<file path="config.mk">
export PLATFORM = sky130hd
export DESIGN_NAME = instr_fetch_ctrl
export DESIGN_NICKNAME = d
export VERILOG_FILES = /design/src/rtl/ifetch_pkg.sv /design/src/rtl/fetch_queue.sv /design/src/rtl/instr_fetch_ctrl.sv
export SDC_FILE = /design/constraint.sdc
export NUM_CORES = 1
export LEC_CHECK = 0
export ABC_AREA = 1
export CORE_AREA = 4 4 96 98
export DETAILED_ROUTE_END_ITERATION = 10
export DIE_AREA = 0 0 100 102
export GPL_TIMING_DRIVEN = 0
export PLACE_DENSITY = 0.84
export SLEW_MARGIN = 20
export SYNTH_ARGS = -nofsm -noshare
export SYNTH_HDL_FRONTEND = slang
export SYNTH_HIERARCHICAL = 1
export SYNTH_SLANG_ARGS = --single-unit
</file>
<file path="constraint.sdc">
create_clock -name Clk -period 6.2 [get_ports Clk]
set_input_delay 1.24 -clock Clk [delete_from_list [all_inputs] [get_ports Clk]]
set_output_delay 1.24 -clock Clk [all_outputs]
set_load 0.005 [all_outputs]
</file>
<file path="src/rtl/ifetch_pkg.sv">
// Shared definitions for the instruction fetch controller and its fetch queue.
// Optional build macro: IFETCH_PERF_EN (adds fetch/stall counters to the top).
package ifetch_pkg;

  typedef enum logic [1:0] {
    ST_IDLE   = 2'd0,
    ST_RUN    = 2'd1,
    ST_HALTED = 2'd2
  } fetch_state_t;

  // Byte distance between consecutive instruction words.
  localparam int unsigned PC_INC = 4;

  // Number of fetched-but-not-decoded entries held in front of decode.
  localparam int unsigned QUEUE_DEPTH = 2;

  // Saturating increment for the performance counters.
  function automatic logic [31:0] sat_inc32(input logic [31:0] v);
    return (&v) ? v : v + 32'd1;
  endfunction

endpackage

</file>
<file path="src/rtl/fetch_queue.sv">
// Two-entry FIFO between the instruction memory and decode.
// Control state (pointers, count) is reset; entry storage is not, because the
// head is only observed while count is nonzero.
module fetch_queue
  import ifetch_pkg::*;
#(
  parameter type entry_t = logic [41:0]
) (
  input  logic       clk,
  input  logic       rst,
  input  logic       push,
  input  logic       pop,
  input  logic       flush,
  input  entry_t     din,
  output entry_t     head,
  output logic [1:0] count
);

  entry_t mem [QUEUE_DEPTH];
  logic   rd_ptr;
  logic   wr_ptr;
  logic   do_pop;

  // A pop on an empty queue is ignored rather than corrupting the pointers.
  assign do_pop = pop && (count != 2'd0);
  assign head   = mem[rd_ptr];

  // Pointer and occupancy tracking; flush discards everything including a same-cycle pop.
  always_ff @(posedge clk or posedge rst) begin
    if (rst) begin
      count  <= 2'd0;
      rd_ptr <= 1'b0;
      wr_ptr <= 1'b0;
    end else if (flush) begin
      count  <= 2'd0;
      rd_ptr <= 1'b0;
      wr_ptr <= 1'b0;
    end else begin
      if (push)   wr_ptr <= ~wr_ptr;
      if (do_pop) rd_ptr <= ~rd_ptr;
      count <= count + {1'b0, push} - {1'b0, do_pop};
    end
  end

  // Entry storage written at the tail.
  always_ff @(posedge clk) begin
    if (push && !flush) mem[wr_ptr] <= din;
  end

endmodule

</file>
<file path="src/rtl/instr_fetch_ctrl.sv">
// CPU front-end fetch controller: owns the PC, drives the instruction memory
// address, queues fetched words in fetch_queue and hands them to decode over a
// valid/ready handshake. Redirects flush the queue and reload the PC.
// Optional build macro: IFETCH_PERF_EN adds FetchCount/StallCount outputs.
module instr_fetch_ctrl
  import ifetch_pkg::*;
#(
  parameter int              ADDR_W   = 10,
  parameter int              DATA_W   = 32,
  parameter logic [ADDR_W-1:0] RESET_PC = '0
) (
  input  logic              Clk,
  input  logic              Reset,
  input  logic              Start,
  input  logic              HaltReq,
  input  logic              RedirectValid,
  input  logic [ADDR_W-1:0] RedirectPC,
  output logic [ADDR_W-1:0] ImAddr,
  input  logic [DATA_W-1:0] ImData,
  output logic              OutValid,
  input  logic              OutReady,
  output logic [DATA_W-1:0] Instr,
  output logic [ADDR_W-1:0] InstrPC,
  output logic              Running,
  output logic              Misalign
`ifdef IFETCH_PERF_EN
  ,
  output logic [31:0]       FetchCount,
  output logic [31:0]       StallCount
`endif
);

  typedef struct packed {
    logic [ADDR_W-1:0] pc;
    logic [DATA_W-1:0] instr;
  } fetch_entry_t;

  fetch_state_t      state;
  fetch_state_t      state_nxt;
  logic [ADDR_W-1:0] pc;
  logic [1:0]        count;
  fetch_entry_t      head;
  fetch_entry_t      tail_in;
  logic              pop;
  logic              push;
  logic              has_room;

  assign OutValid = (count != 2'd0);
  assign pop      = OutValid && OutReady;
  // A full queue can still accept the new word when its head leaves this cycle.
  assign has_room = (count < 2'(QUEUE_DEPTH)) || pop;
  assign push     = (state == ST_RUN) && !RedirectValid && has_room;
  assign tail_in  = '{pc: pc, instr: ImData};

  assign ImAddr   = pc;
  assign Running  = (state == ST_RUN);
  assign Instr    = OutValid ? head.instr : '0;
  assign InstrPC  = OutValid ? head.pc    : '0;

  fetch_queue #(
    .entry_t (fetch_entry_t)
  ) u_queue (
    .clk   (Clk),
    .rst   (Reset),
    .push  (push),
    .pop   (pop),
    .flush (RedirectValid),
    .din   (tail_in),
    .head  (head),
    .count (count)
  );

  // Run-control transitions; halt takes precedence over a simultaneous start.
  always_comb begin
    state_nxt = state;
    unique case (state)
      ST_IDLE:   if (Start)   state_nxt = ST_RUN;
      ST_RUN:    if (HaltReq) state_nxt = ST_HALTED;
      ST_HALTED: if (Start)   state_nxt = ST_RUN;
      default:                state_nxt = ST_IDLE;
    endcase
  end

  // State register.
  always_ff @(posedge Clk or posedge Reset) begin
    if (Reset) state <= ST_IDLE;
    else       state <= state_nxt;
  end

  // PC update: redirect reloads a word-aligned target, otherwise advance per fetch (wraps).
  always_ff @(posedge Clk or posedge Reset) begin
    if (Reset)              pc <= RESET_PC;
    else if (RedirectValid) pc <= {RedirectPC[ADDR_W-1:2], 2'b00};
    else if (push)          pc <= pc + ADDR_W'(PC_INC);
  end

  // Sticky flag for any redirect target that was not word-aligned.
  always_ff @(posedge Clk or posedge Reset) begin
    if (Reset)                                         Misalign <= 1'b0;
    else if (RedirectValid && (RedirectPC[1:0] != 2'b00)) Misalign <= 1'b1;
  end

`ifdef IFETCH_PERF_EN
  // Saturating counts of fetches and of RUN cycles blocked by a full queue.
  always_ff @(posedge Clk or posedge Reset) begin
    if (Reset) begin
      FetchCount <= 32'd0;
      StallCount <= 32'd0;
    end else begin
      if (push) FetchCount <= sat_inc32(FetchCount);
      if ((state == ST_RUN) && (count == 2'(QUEUE_DEPTH)) && !pop)
        StallCount <= sat_inc32(StallCount);
    end
  end
`endif

endmodule

</file>
After elaboration in Yosys (flattened, before gate mapping) --
Memories as Yosys holds them, arrays and structs flattened. Index checks and enable logic that the tools add are counted.
Storage, ports and cells: bits in writable memories 84, output and inout bits 55, memories kept 1, bits in registers 17, input bits 48, logic and storage cells 46
Cells by class: $lt $le $gt $ge 1, bitwise gates (word level) 2, add/subtract/negate cells 3, reduce and logical (&&, ||, !) cells 15, multiplexer cells 14, equal/unequal tests 4
Memories:
- u_queue.mem | words 2, width 42, read ports 1, clocked after memory_dff 0, write ports 1, RTL line fetch_queue.sv:19 | entry_t mem [QUEUE_DEPTH];
Operators with widths (count):
- $mux 32 | 1
- $mux 10 | 3
- $add 10x3->10 const B | 1
- $reduce_bool 2->1 | 4
- $logic_and 1x1->1 | 6
- $mux 1 | 6
- $mux 2 | 3
- $pmux 2 s2 | 1
- $add 2x1->2 | 1
- $eq 2x1->1 const B | 1
- $eq 2x2->1 const B | 1
- $logic_not 2->1 | 1
- $lt 2x2->1 const B | 1
- $ne 2x1->1 const B | 1
- $ne 2x2->1 const B | 1
- $not 1->1 | 2
- $reduce_and 2->1 | 1
- $reduce_or 2->1 | 1
- $sub 2x1->2 | 1
- $logic_not 1->1 | 1
- $logic_or 1x1->1 | 1

Logic depth before layout (Yosys ltp) --
Gate-level depths: netlist (run 1).
depth in word-level cells 7, depth in mapped cells 11, depth with buffers taken out 11

By module --
The synthesis (run 1) kept the hierarchy.
By module, submodules not included:
- fetch_queue | area each 3325.7 µm², seq. area each 2622.5 µm², times used 1, cells each 253
- instr_fetch_ctrl | area each 1078.5 µm², seq. area each 275.3 µm², times used 1, cells each 188

Worst setup path before layout (run 1) --
Ideal clock, no wire load.
path kind input -> register, start in OutReady, end mem u_queue/mem[1][0] (netlist bit) (enable), stages 6, slack 2.300 ns, setup time 0.441 ns, path buffers 0, data required time 5.759 ns, arrival 3.459 ns, cells stage by stage inv_1 nand2_1 nand2_4 nor2_4 nand2_1 nor2_1
On the way: word-level cells in the longest chain between the ends 6
Ends and longest elaborated chain:
- start: declaration | RTL line instr_fetch_ctrl.sv:21 | input logic OutReady,
- $logic_and 1x1->1 | RTL line instr_fetch_ctrl.sv:49 | assign pop = OutValid && OutReady;
- $logic_or 1x1->1 | RTL line instr_fetch_ctrl.sv:51 | assign has_room = (count < 2'(QUEUE_DEPTH)) || pop;
- $logic_and 1x1->1 | RTL line instr_fetch_ctrl.sv:52 | assign push = (state == ST_RUN) && !RedirectValid && has_room;
- named net push | RTL line instr_fetch_ctrl.sv:45 | logic push;
- $logic_and 1x1->1 | RTL line fetch_queue.sv:47 | if (push && !flush) mem[wr_ptr] <= din;
- $mux 1 | RTL line fetch_queue.sv:47
- $mux 1 (not written as such) | RTL line fetch_queue.sv:47
- end: declaration | RTL line fetch_queue.sv:19
The timed path passes the listed nets, and every way through them passes these cells.

==> results.json, run 1 <==
{
  "status": "completed",
  "post-route-period-util": 0.513,
  "cts-buffers-inserted": 9,
  "netlist.top_cell.by_area": "sky130_fd_sc_hd__edfxtp_1",
  "synth.most_common_cell": "sky130_fd_sc_hd__nand2_1",
  "number_of_register_bits_inferred_by_synthesis": 99,
  "grt.busiest_layer": "met2",
  "critPathLaunchType": "register",
  "detail_route.drc_violations": 0,
  "muxShareOfSynthArea": 0,
  "area_growth_pct": 32.8,
  "total_routing_usage_reported_by_global_routing": 0.186,
  "postSynthCellCount": 441,
  "yosys-top-cells-count": "sky130_fd_sc_hd__nand2_1, sky130_fd_sc_hd__edfxtp_1, sky130_fd_sc_hd__inv_1, sky130_fd_sc_hd__nor2_1, sky130_fd_sc_hd__dfrtp_1",
  "global_route_wire_length_before_repair_mm": 14.5,
  "start_util": 0.520,
  "clock_path_buffers": 2,
  "y_dimension_of_the_die_um": 102,
  "htree_num_levels": 3,
  "crit_path_max_incr_delay_ns": 0.52,
  "max_cap_violations": 0,
  "synthesis.yosys.warnings": 6,
  "dp_worst_setup_slack_ns": 2.71,
  "number_of_post_cts_setup_repair_buffers": 0,
  "worstPathCellList": "buf_6 > inv_6 > buf_6 > nand2_1 > nand2_1 > inv_1 > nor2_1 > clkdlybuf4s50_1",
  "wl_mm": 9.12,
  "report.final.hold_viol_count": 0,
  "synth.lib_cells_used.distinct": 28,
  "irDropWorstVdd_uv": 154,
  "main_combinational_cell_family_by_area_after_synthesis": "simple AND/OR/NAND/NOR gates",
  "synth_compound_gate_area_share": 0.0153,
  "drive_above_1_share": 0.0851,
  "clock_tree_from_tritoncts": "yes",
  "post_synth_xor_area_fraction": 0.00398,
  "cts-resized-gates": 0,
  "die_w_um": 100,
  "groute.layer.met1.usage": 0.203,
  "synth_simple_gate_area_share": 0.226,
  "ys_dominant_reg_cell": "sky130_fd_sc_hd__edfxtp_1",
  "min_period_ns": 3.18,
  "floorplan.die_area_um2": 10200,
  "dp_hpwl_mm": 6.66,
  "slowest_stage": "sky130_fd_sc_hd__clkdlybuf4s50_1",
  "power.density_cell_area_nw_per_um2": 279,
  "grt_max_degree": 24,
  "holdWs_ns": 0.489,
  "finish.net_count": 610,
  "clock-sinks": 99,
  "cts.root.buffer_cell": "sky130_fd_sc_hd__clkbuf_8",
  "clock_latency_ns": 0.36,
  "finalSetupViolations": 0,
  "met2_usage": 0.354,
  "mappedNetlistArea_um2": 4400,
  "timing.final.max_slew_violations": 0,
  "static-leakage-power_nw": 2.53,
  "num_vias": 3159,
  "syn_area_per_cell_um2": 9.99,
  "coreArea_um2": 8470,
  "n_antenna_cell": 0,
  "detail_route.first_pass.iterations": 4,
  "hold_class": "reg -> reg",
  "synth-edff-count": 84,
  "met3_usage": 0.0389,
  "tightest_slew_ns": 0.659,
  "place.detailed.instances": 656,
  "power_total_w": 0.00163,
  "setup.worst_path.class": "reg -> out",
  "finClkSkew_ns": 0.0137,
  "critPathCaptureType": "output port",
  "fin_ws_ns": 3.02,
  "arrival_ns": 1.94,
  "share_of_flip_flops_with_an_asynchronous_set_or_reset": 0.152,
  "grt_pass1_vias": 3206,
  "clk_transition_reported_paths_ns": 0.09,
  "synth_adder_area_share": 0.00852,
  "via_per_inst": 4.70,
  "cts_hold_repair.buffers": 0,
  "worst_max_slew_margin_expressed_relative_to_the_limit": 0.560,
  "design.portCount": 103,
  "netlist_top_cells_area": "sky130_fd_sc_hd__edfxtp_1, sky130_fd_sc_hd__nand2_1, sky130_fd_sc_hd__dfrtp_1",
  "num_rows": 34,
  "routedWlPerCell_um": 13.6,
  "grt_setup_unrepaired": "false",
  "max_freq_mhz": 314,
  "cp_max_fo": 10,
  "post_layout_nonfiller_instances": 672,
  "share_of_the_yosys_chip_area_belonging_to_registers": 0.658,
  "timing.setup.tns_ns": 0,
  "finalWeightedCongestion": 0.803,
  "drtIter0Drc": 55,
  "synth.top_cell.area_share": 0.573,
  "port-buffer-count": 100,
  "worst_ep_required_time_ns": 4.96,
  "n_fill_cell": 617,
  "drtAntennaViolNets": 0,
  "grt_antenna_before_repair": 0,
  "grt_overflow": 0
}
==> cell type report <==
cell class              count  area [um2]  share of cell area
flip-flops and latches     99        2900               0.495
multi-input cells         265        1150               0.197
inverters                  66         258              0.0441
plain buffers              16         129              0.0220
clock buffers              12         145              0.0248
well taps                 108         135              0.0231
repair buffers            102        1060               0.181
clock inverters             4        75.1              0.0128
==> registers in the layout (all words and copies together), names as in the netlist <==
register	flops
u_queue/rd_ptr	1
u_queue/mem	84
u_queue/wr_ptr	1
Misalign	1
state	2
u_queue/count	2
ImAddr	8
==> worst max-delay path: cells and delay by family, from the launching register on <==
kind / cells / cell delay (ns)
simple gates: 3 / 0.28
flops: 1 / 0.38
buf+inv: 5 / 0.93
==> per-layer routing <==
layer	routed length, um	vias to the layer above
li1	-	1601
met5	0	-
met3	388	12
met4	163	0
met1	3600	1466
met2	4970	80
==> final timing paths <==
kind / startpoint / endpoint / slack, ns / cells after the start
setup reg to reg: state[1]$_DFFE_PP0P_ / u_queue/mem[1][27]$_DFFE_PP_ / 4.03 / 6
setup / recovery: u_queue/rd_ptr$_DFFE_PP0P_ / Instr[12] / 3.02 / 8
max in group asynchronous: Reset / ImAddr[9]$_DFFE_PP0P_ / 4.64 / 2
hold reg to reg: Misalign$_DFFE_PP0P_ / Misalign$_DFFE_PP0P_ / 0.49 / 1
min in group asynchronous: Reset / u_queue/wr_ptr$_DFFE_PP0P_ / 1.13 / 2
hold / removal: Misalign$_DFFE_PP0P_ / Misalign$_DFFE_PP0P_ / 0.49 / 1
==> cells by family after synthesis <==
family | count (synthesis)
compound gates | 11
xor+xnor | 2
fa+ha+maj | 3
buf+inv | 82
flops | 99
other cells | 1
simple gates | 243
==> stage by stage <==
stage	utilization	area (um2)
CTS	0.691	5850
finish	0.691	5850
floorplan	-	4420
global placement	0.657	5560
global route	0.691	5850
detailed placement	0.665	5630
==> where the power goes <==
group | switching [W] | internal (W)
registers | 0.0000394 | 0.000772
logic | 0.000179 | 0.000195
clock network | 0.000206 | 0.000239
total | 0.000424 | 0.00121
==> layout by cell type, fill, tap and decap left out, types with 3 or more instances in the layout <==
| master | n |
|---|---|
| sky130_fd_sc_hd__nand2_1 | 165 |
| sky130_fd_sc_hd__clkdlybuf4s50_1 | 100 |
| sky130_fd_sc_hd__edfxtp_1 | 84 |
| sky130_fd_sc_hd__inv_1 | 62 |
| sky130_fd_sc_hd__nor2_1 | 54 |
| sky130_fd_sc_hd__dfrtp_1 | 15 |
| sky130_fd_sc_hd__nand3_1 | 11 |
| sky130_fd_sc_hd__clkbuf_8 | 10 |
| sky130_fd_sc_hd__buf_4 | 7 |
| sky130_fd_sc_hd__conb_1 | 6 |
| sky130_fd_sc_hd__buf_6 | 5 |
| sky130_fd_sc_hd__nor2_4 | 4 |
| sky130_fd_sc_hd__buf_2 | 4 |
| sky130_fd_sc_hd__nand3_2 | 3 |
| sky130_fd_sc_hd__o21ai_1 | 3 |
| sky130_fd_sc_hd__nor2_2 | 3 |
| sky130_fd_sc_hd__ha_1 | 3 |
Note: power is estimated with default switching activity, not from simulation.
==> run 2, diff against run 1 <==
--- a/config.mk
+++ b/config.mk
@@ -6,11 +6,11 @@
 export NUM_CORES = 1
 export LEC_CHECK = 0
 export ABC_AREA = 1
-export CORE_AREA = 4 4 96 98
+export CORE_AREA = 4 4 104 106
 export DETAILED_ROUTE_END_ITERATION = 10
-export DIE_AREA = 0 0 100 102
+export DIE_AREA = 0 0 108 110
 export GPL_TIMING_DRIVEN = 0
-export PLACE_DENSITY = 0.84
+export PLACE_DENSITY = 0.75
 export SLEW_MARGIN = 20
 export SYNTH_ARGS = -nofsm -noshare
 export SYNTH_HDL_FRONTEND = slang
==> constraint.sdc (replaced) <==
create_clock -name Clk -period 2.7 [get_ports Clk]
set_input_delay 0.54 -clock Clk [delete_from_list [all_inputs] [get_ports Clk]]
set_output_delay 0.54 -clock Clk [all_outputs]
set_load 0.005 [all_outputs]
==> run 2 against run 1 <==
  * Register-to-register slack worse by 3.5 ns
  * Die area is 16% higher
  * Utilization shrank 9.0 points
  * Sequential share of layout area fell by 0.22 points
  * Clock skew decreased by 0.0023 ns
  * Via count is 1.4% lower
  * Clock power grew 120%
  * Cell count rose by 3.7%
  * Worst hold slack worse by 0.073 ns
  * Combinational power grew 130%
  * Sequential power is 130% higher
  * Critical path type unchanged
==> results.json, run 2 (synthesized netlist as in run 1, its figures left out) <==
{
  "cts_hold_repair.buffers": 0,
  "place.detailed.instances": 681,
  "drtIter0Drc": 122,
  "setup.worst_path.class": "reg -> out",
  "area_growth_pct": 33.4,
  "htree_num_levels": 3,
  "routedWlPerCell_um": 12.8,
  "detail_route.drc_violations": 0,
  "cts-buffers-inserted": 9,
  "grt_antenna_before_repair": 0,
  "irDropWorstVdd_uv": 327,
  "clock_latency_ns": 0.36,
  "design.portCount": 103,
  "grt_overflow": 0,
  "n_antenna_cell": 0,
  "cts.root.buffer_cell": "sky130_fd_sc_hd__clkbuf_8",
  "most-common-layout-cells": "sky130_fd_sc_hd__nand2_1, sky130_fd_sc_hd__clkdlybuf4s50_1, sky130_fd_sc_hd__edfxtp_1, sky130_fd_sc_hd__inv_1, sky130_fd_sc_hd__nor2_1",
  "grt_pass1_vias": 3129,
  "static-leakage-power_nw": 2.54,
  "power_total_w": 0.00368,
  "port-buffer-count": 100,
  "critPathLaunchType": "register",
  "timing.final.max_slew_violations": 0,
  "max_freq_mhz": 401,
  "dp_worst_setup_slack_ns": -0.0888,
  "global_route_wire_length_before_repair_mm": 14.5,
  "y_dimension_of_the_die_um": 110,
  "detail_route.first_pass.iterations": 4,
  "layout_commonest_cell": "sky130_fd_sc_hd__nand2_1",
  "num_rows": 36,
  "arrival_ns": 1.96,
  "clk_transition_reported_paths_ns": 0.10,
  "grt_max_degree": 24,
  "worst_max_slew_margin_expressed_relative_to_the_limit": 0.534,
  "min_period_ns": 2.50,
  "via_per_inst": 4.47,
  "power.density_cell_area_nw_per_um2": 627,
  "wl_mm": 8.96,
  "post_layout_nonfiller_instances": 697,
  "n_fill_cell": 851,
  "registers.top_by_ff_count": "u_queue/mem",
  "grt_setup_unrepaired": "false",
  "clock_path_buffers": 2,
  "post-route-period-util": 0.925,
  "coreArea_um2": 9770,
  "finalSetupViolations": 0,
  "total_routing_usage_reported_by_global_routing": 0.158,
  "drive_above_1_share": 0.0887,
  "sequential_cell_area_um2": 2900,
  "cts-resized-gates": 0,
  "max_cap_violations": 0,
  "status": "completed",
  "die_w_um": 108,
  "report.final.hold_viol_count": 0,
  "critPathCaptureType": "output port",
  "postLayoutCoreUtil": 0.601,
  "drtAntennaViolNets": 0,
  "finish.net_count": 610,
  "num_vias": 3114,
  "hold_class": "in -> async",
  "largest_register_ffs": 84,
  "finalWeightedCongestion": 0.781,
  "dp_hpwl_mm": 6.50,
  "clock-sinks": 99,
  "worst_ep_required_time_ns": 2.16,
  "fin_ws_ns": 0.203,
  "r2r.worst_path.cells": 6,
  "timing.setup.tns_ns": 0,
  "multi_input_comb_area_um2": 1150,
  "number_of_post_cts_setup_repair_buffers": 0,
  "cp_max_fo": 10,
  "clock_tree_from_tritoncts": "yes",
  "floorplan.die_area_um2": 11900,
  "start_util": 0.451,
  "finClkSkew_ns": 0.0114,
  "tightest_slew_ns": 0.698
}
[run 2: cell count changes in the layout (fill, tap and decap cells not counted), sizes merged]
cell      previous run  this run
inv                 66        67
clkinvlp             2         1
bufinv               2         0
clkinv               0         2
[run 2: layout make-up]
class | instances | share of cell area
plain buffers | 16 | 0.0219
clock buffers | 12 | 0.0319
clock inverters | 4 | 0.00468
inverters | 66 | 0.0439
multi-input cells | 265 | 0.196
flip-flops and latches | 99 | 0.493
well taps | 133 | 0.0283
repair buffers | 102 | 0.180
[run 2: where the power goes]
| group | total (W) | switching, W | internal (W) |
|---|---|---|---|
| registers | 0.00186 | 0.0000880 | 0.00177 |
| logic | 0.000849 | 0.000402 | 0.000447 |
| clock network | 0.000971 | 0.000498 | 0.000473 |
| total | 0.00368 | 0.000988 | 0.00269 |
[run 2: per-layer routing]
layer / part of all wire / vias up / track usage
li1: - / 1603 / -
met1: 0.42 / 1427 / 0.193
met2: 0.51 / 75 / 0.280
met3: 0.052 / 9 / 0.0320
met4: 0.013 / 0 / 0.0568
met5: 0 / - / 0
[run 2: final timing paths]
| path | from | endpoint | slack (ns) |
|---|---|---|---|
| max | u_queue/count[0]$_DFF_PP0_ | InstrPC[8] | 0.20 |
| max in group asynchronous | Reset | ImAddr[2]$_DFFE_PP0P_ | 1.85 |
| min in group Clk | Misalign$_DFFE_PP0P_ | Misalign$_DFFE_PP0P_ | 0.49 |
| min reg2reg | Misalign$_DFFE_PP0P_ | Misalign$_DFFE_PP0P_ | 0.49 |
| min | Reset | u_queue/wr_ptr$_DFFE_PP0P_ | 0.42 |
| max reg2reg | state[1]$_DFFE_PP0P_ | u_queue/mem[0][1]$_DFFE_PP_ | 0.53 |
[run 2: critical path, stage by stage, from the launching register on]
cell	delay, ns
sky130_fd_sc_hd__dfrtp_1	0.42
sky130_fd_sc_hd__nor2_2	0.35
sky130_fd_sc_hd__buf_2	0.30
sky130_fd_sc_hd__nor2_1	0.07
sky130_fd_sc_hd__clkdlybuf4s50_1	0.46
[run 2: metrics by stage]
| step | hold WS (ns) | area (um2) |
|---|---|---|
| after floorplan | 0.306 | 4420 |
| after global placement | 0.459 | 5590 |
| after detailed placement | 0.463 | 5660 |
| after CTS | 0.402 | 5880 |
| after global routing | 0.430 | 5880 |
| final | 0.416 | 5880 |
==> run 3, diff against run 2 <==
--- a/config.mk
+++ b/config.mk
@@ -6,11 +6,12 @@
 export NUM_CORES = 1
 export LEC_CHECK = 0
 export ABC_AREA = 1
-export CORE_AREA = 4 4 104 106
+export CORE_AREA = 4 4 96 98
 export DETAILED_ROUTE_END_ITERATION = 10
-export DIE_AREA = 0 0 108 110
+export DIE_AREA = 0 0 100 102
 export GPL_TIMING_DRIVEN = 0
-export PLACE_DENSITY = 0.75
+export MAX_ROUTING_LAYER = met4
+export PLACE_DENSITY = 0.84
 export SLEW_MARGIN = 20
 export SYNTH_ARGS = -nofsm -noshare
 export SYNTH_HDL_FRONTEND = slang
==> constraint.sdc (replaced) <==
create_clock -name Clk -period 3.1 [get_ports Clk]
set_input_delay 0.62 -clock Clk [delete_from_list [all_inputs] [get_ports Clk]]
set_output_delay 0.62 -clock Clk [all_outputs]
set_load 0.005 [all_outputs]
==> run 3 against run 2 <==
  * Worst hold slack improved by 0.073 ns
  * Die area is 14% lower
  * Global-route usage grew 3.4 points
  * Sequential share of layout area rose by 0.22 points
  * Total power down 11%
  * Worst setup slack improved by 0.33 ns
  * Cell area shrank 0.45%
  * Clock power is 8.5% lower
  * Critical path type unchanged
  * Largest cell class unchanged
==> results.json, run 3 (synthesized netlist as in run 1, its figures left out) <==
{
  "status": "completed",
  "report.final.hold_viol_count": 0,
  "timing.setup.tns_ns": 0,
  "area_growth_pct": 32.8,
  "detail_route.drc_violations": 0,
  "min_period_ns": 2.56,
  "via_per_inst": 4.70,
  "grt_pass1_vias": 3207,
  "cts_hold_repair.buffers": 0,
  "static-leakage-power_nw": 2.53,
  "worstPathCellList": "buf_6 > inv_6 > buf_6 > nand2_1 > nand2_1 > inv_1 > nor2_1 > clkdlybuf4s50_1",
  "clock_path_buffers": 2,
  "design.portCount": 103,
  "num_rows": 34,
  "die_w_um": 100,
  "hold_class": "reg -> reg",
  "layout_commonest_cell": "sky130_fd_sc_hd__nand2_1",
  "finish.net_count": 610,
  "drtAntennaViolNets": 0,
  "clock_latency_ns": 0.35,
  "cts.root.buffer_cell": "sky130_fd_sc_hd__clkbuf_8",
  "port-buffer-count": 100,
  "detail_route.first_pass.iterations": 4,
  "max_cap_violations": 0,
  "grt_max_degree": 24,
  "n_fill_cell": 617,
  "routedWlPerCell_um": 13.6,
  "finClkSkew_ns": 0.0126,
  "start_util": 0.520,
  "dp_worst_setup_slack_ns": 0.228,
  "grt_antenna_before_repair": 0,
  "dp_hpwl_mm": 6.66,
  "worst_max_slew_margin_expressed_relative_to_the_limit": 0.546,
  "grt_overflow": 0,
  "arrival_ns": 1.94,
  "global_route_wire_length_before_repair_mm": 14.5,
  "critPathLaunchType": "register",
  "placement.cell_area_um2": 5630,
  "worst_ep_required_time_ns": 2.48,
  "finalWeightedCongestion": 0.815,
  "total_routing_usage_reported_by_global_routing": 0.192,
  "sum_of_met2_wire_segment_lengths_after_detailed_routing_mm": 4.97,
  "crit_path_max_incr_delay_ns": 0.52,
  "post-route-period-util": 0.827,
  "irDropWorstVdd_uv": 309,
  "clock-sinks": 99,
  "cts-resized-gates": 0,
  "floorplan.die_area_um2": 10200,
  "finalSetupViolations": 0,
  "power.density_cell_area_nw_per_um2": 558,
  "critPathCaptureType": "output port",
  "wp_buf_inv": 5,
  "clock_tree_from_tritoncts": "yes",
  "top_routing_layer_in_use": "met4",
  "grt_setup_unrepaired": "false",
  "postLayoutCoreUtil": 0.691,
  "wl_mm": 9.16,
  "most-common-layout-cells": "sky130_fd_sc_hd__nand2_1, sky130_fd_sc_hd__clkdlybuf4s50_1, sky130_fd_sc_hd__edfxtp_1, sky130_fd_sc_hd__inv_1, sky130_fd_sc_hd__nor2_1",
  "registers.top_by_ff_count": "u_queue/mem",
  "fin_ws_ns": 0.537,
  "cts-buffers-inserted": 9,
  "drtIter0Drc": 56,
  "y_dimension_of_the_die_um": 102,
  "power_total_w": 0.00326,
  "critical_path.top_delay_family": "buffers and inverters",
  "timing.final.max_slew_violations": 0,
  "num_vias": 3156,
  "finalInstanceArea_um2": 5850,
  "wl_met3_um": 380,
  "coreArea_um2": 8470,
  "cp_max_fo": 10,
  "detail_route.wirelength.met1_mm": 3.65,
  "largest_register_ffs": 84,
  "n_antenna_cell": 0,
  "htree_num_levels": 3,
  "setup.worst_path.class": "reg -> out",
  "max_freq_mhz": 390,
  "clk_transition_reported_paths_ns": 0.09,
  "drive_above_1_share": 0.0851,
  "number_of_post_cts_setup_repair_buffers": 0,
  "slowest_stage": "sky130_fd_sc_hd__clkdlybuf4s50_1",
  "tightest_slew_ns": 0.679
}
## run 3: cell count changes in the layout (fill, tap and decap cells not counted), sizes merged
cell,change
clkinv,-2
inv,-1
clkinvlp,+1
bufinv,+2
## run 3: worst paths after layout
| kind | start | depth (start not counted) | slack (ns) | end |
|---|---|---|---|---|
| worst max-delay path | u_queue/rd_ptr$_DFFE_PP0P_ | 8 | 0.54 | Instr[12] |
| worst min-delay path | Misalign$_DFFE_PP0P_ | 1 | 0.49 | Misalign$_DFFE_PP0P_ |
| worst max register to register | u_queue/count[1]$_DFF_PP0_ | 6 | 0.90 | u_queue/mem[0][27]$_DFFE_PP_ |
| worst min register to register | Misalign$_DFFE_PP0P_ | 1 | 0.49 | Misalign$_DFFE_PP0P_ |
| max in group asynchronous | Reset | 2 | 2.16 | ImAddr[9]$_DFFE_PP0P_ |
| min in group asynchronous | Reset | 2 | 0.51 | u_queue/wr_ptr$_DFFE_PP0P_ |
## run 3: metal layers
| layer | GRT usage | up-vias |
|---|---|---|
| met3 | 0.0389 | 12 |
| met1 | 0.203 | 1464 |
| met5 | - | - |
| met2 | 0.354 | 79 |
| met4 | 0.0725 | 0 |
| li1 | - | 1601 |
## run 3: area by class of cell
| class | count | area, um2 | share of cell area |
|---|---|---|---|
| clock inverter | 4 | 75.1 | 0.0128 |
| buffer | 16 | 129 | 0.0220 |
| clock buffer | 12 | 145 | 0.0248 |
| tap | 108 | 135 | 0.0231 |
| sequential | 99 | 2900 | 0.495 |
| multi-input combinational | 265 | 1150 | 0.197 |
| inverter | 66 | 258 | 0.0441 |
| timing repair buffer | 102 | 1060 | 0.181 |
## run 3: power breakdown
group	switching [W]	leakage, nW	internal, W
clock network	0.000411	0.103	0.000478
logic	0.000359	1.49	0.000390
registers	0.0000792	0.945	0.00154
total	0.000849	2.53	0.00241
## run 3: through the flow
stage               hold slack [ns]  cells
floorplan                     0.386    446
global placement              0.459    654
detailed placement            0.464    656
CTS                           0.492    672
global route                  0.526    672
finish                        0.489    672
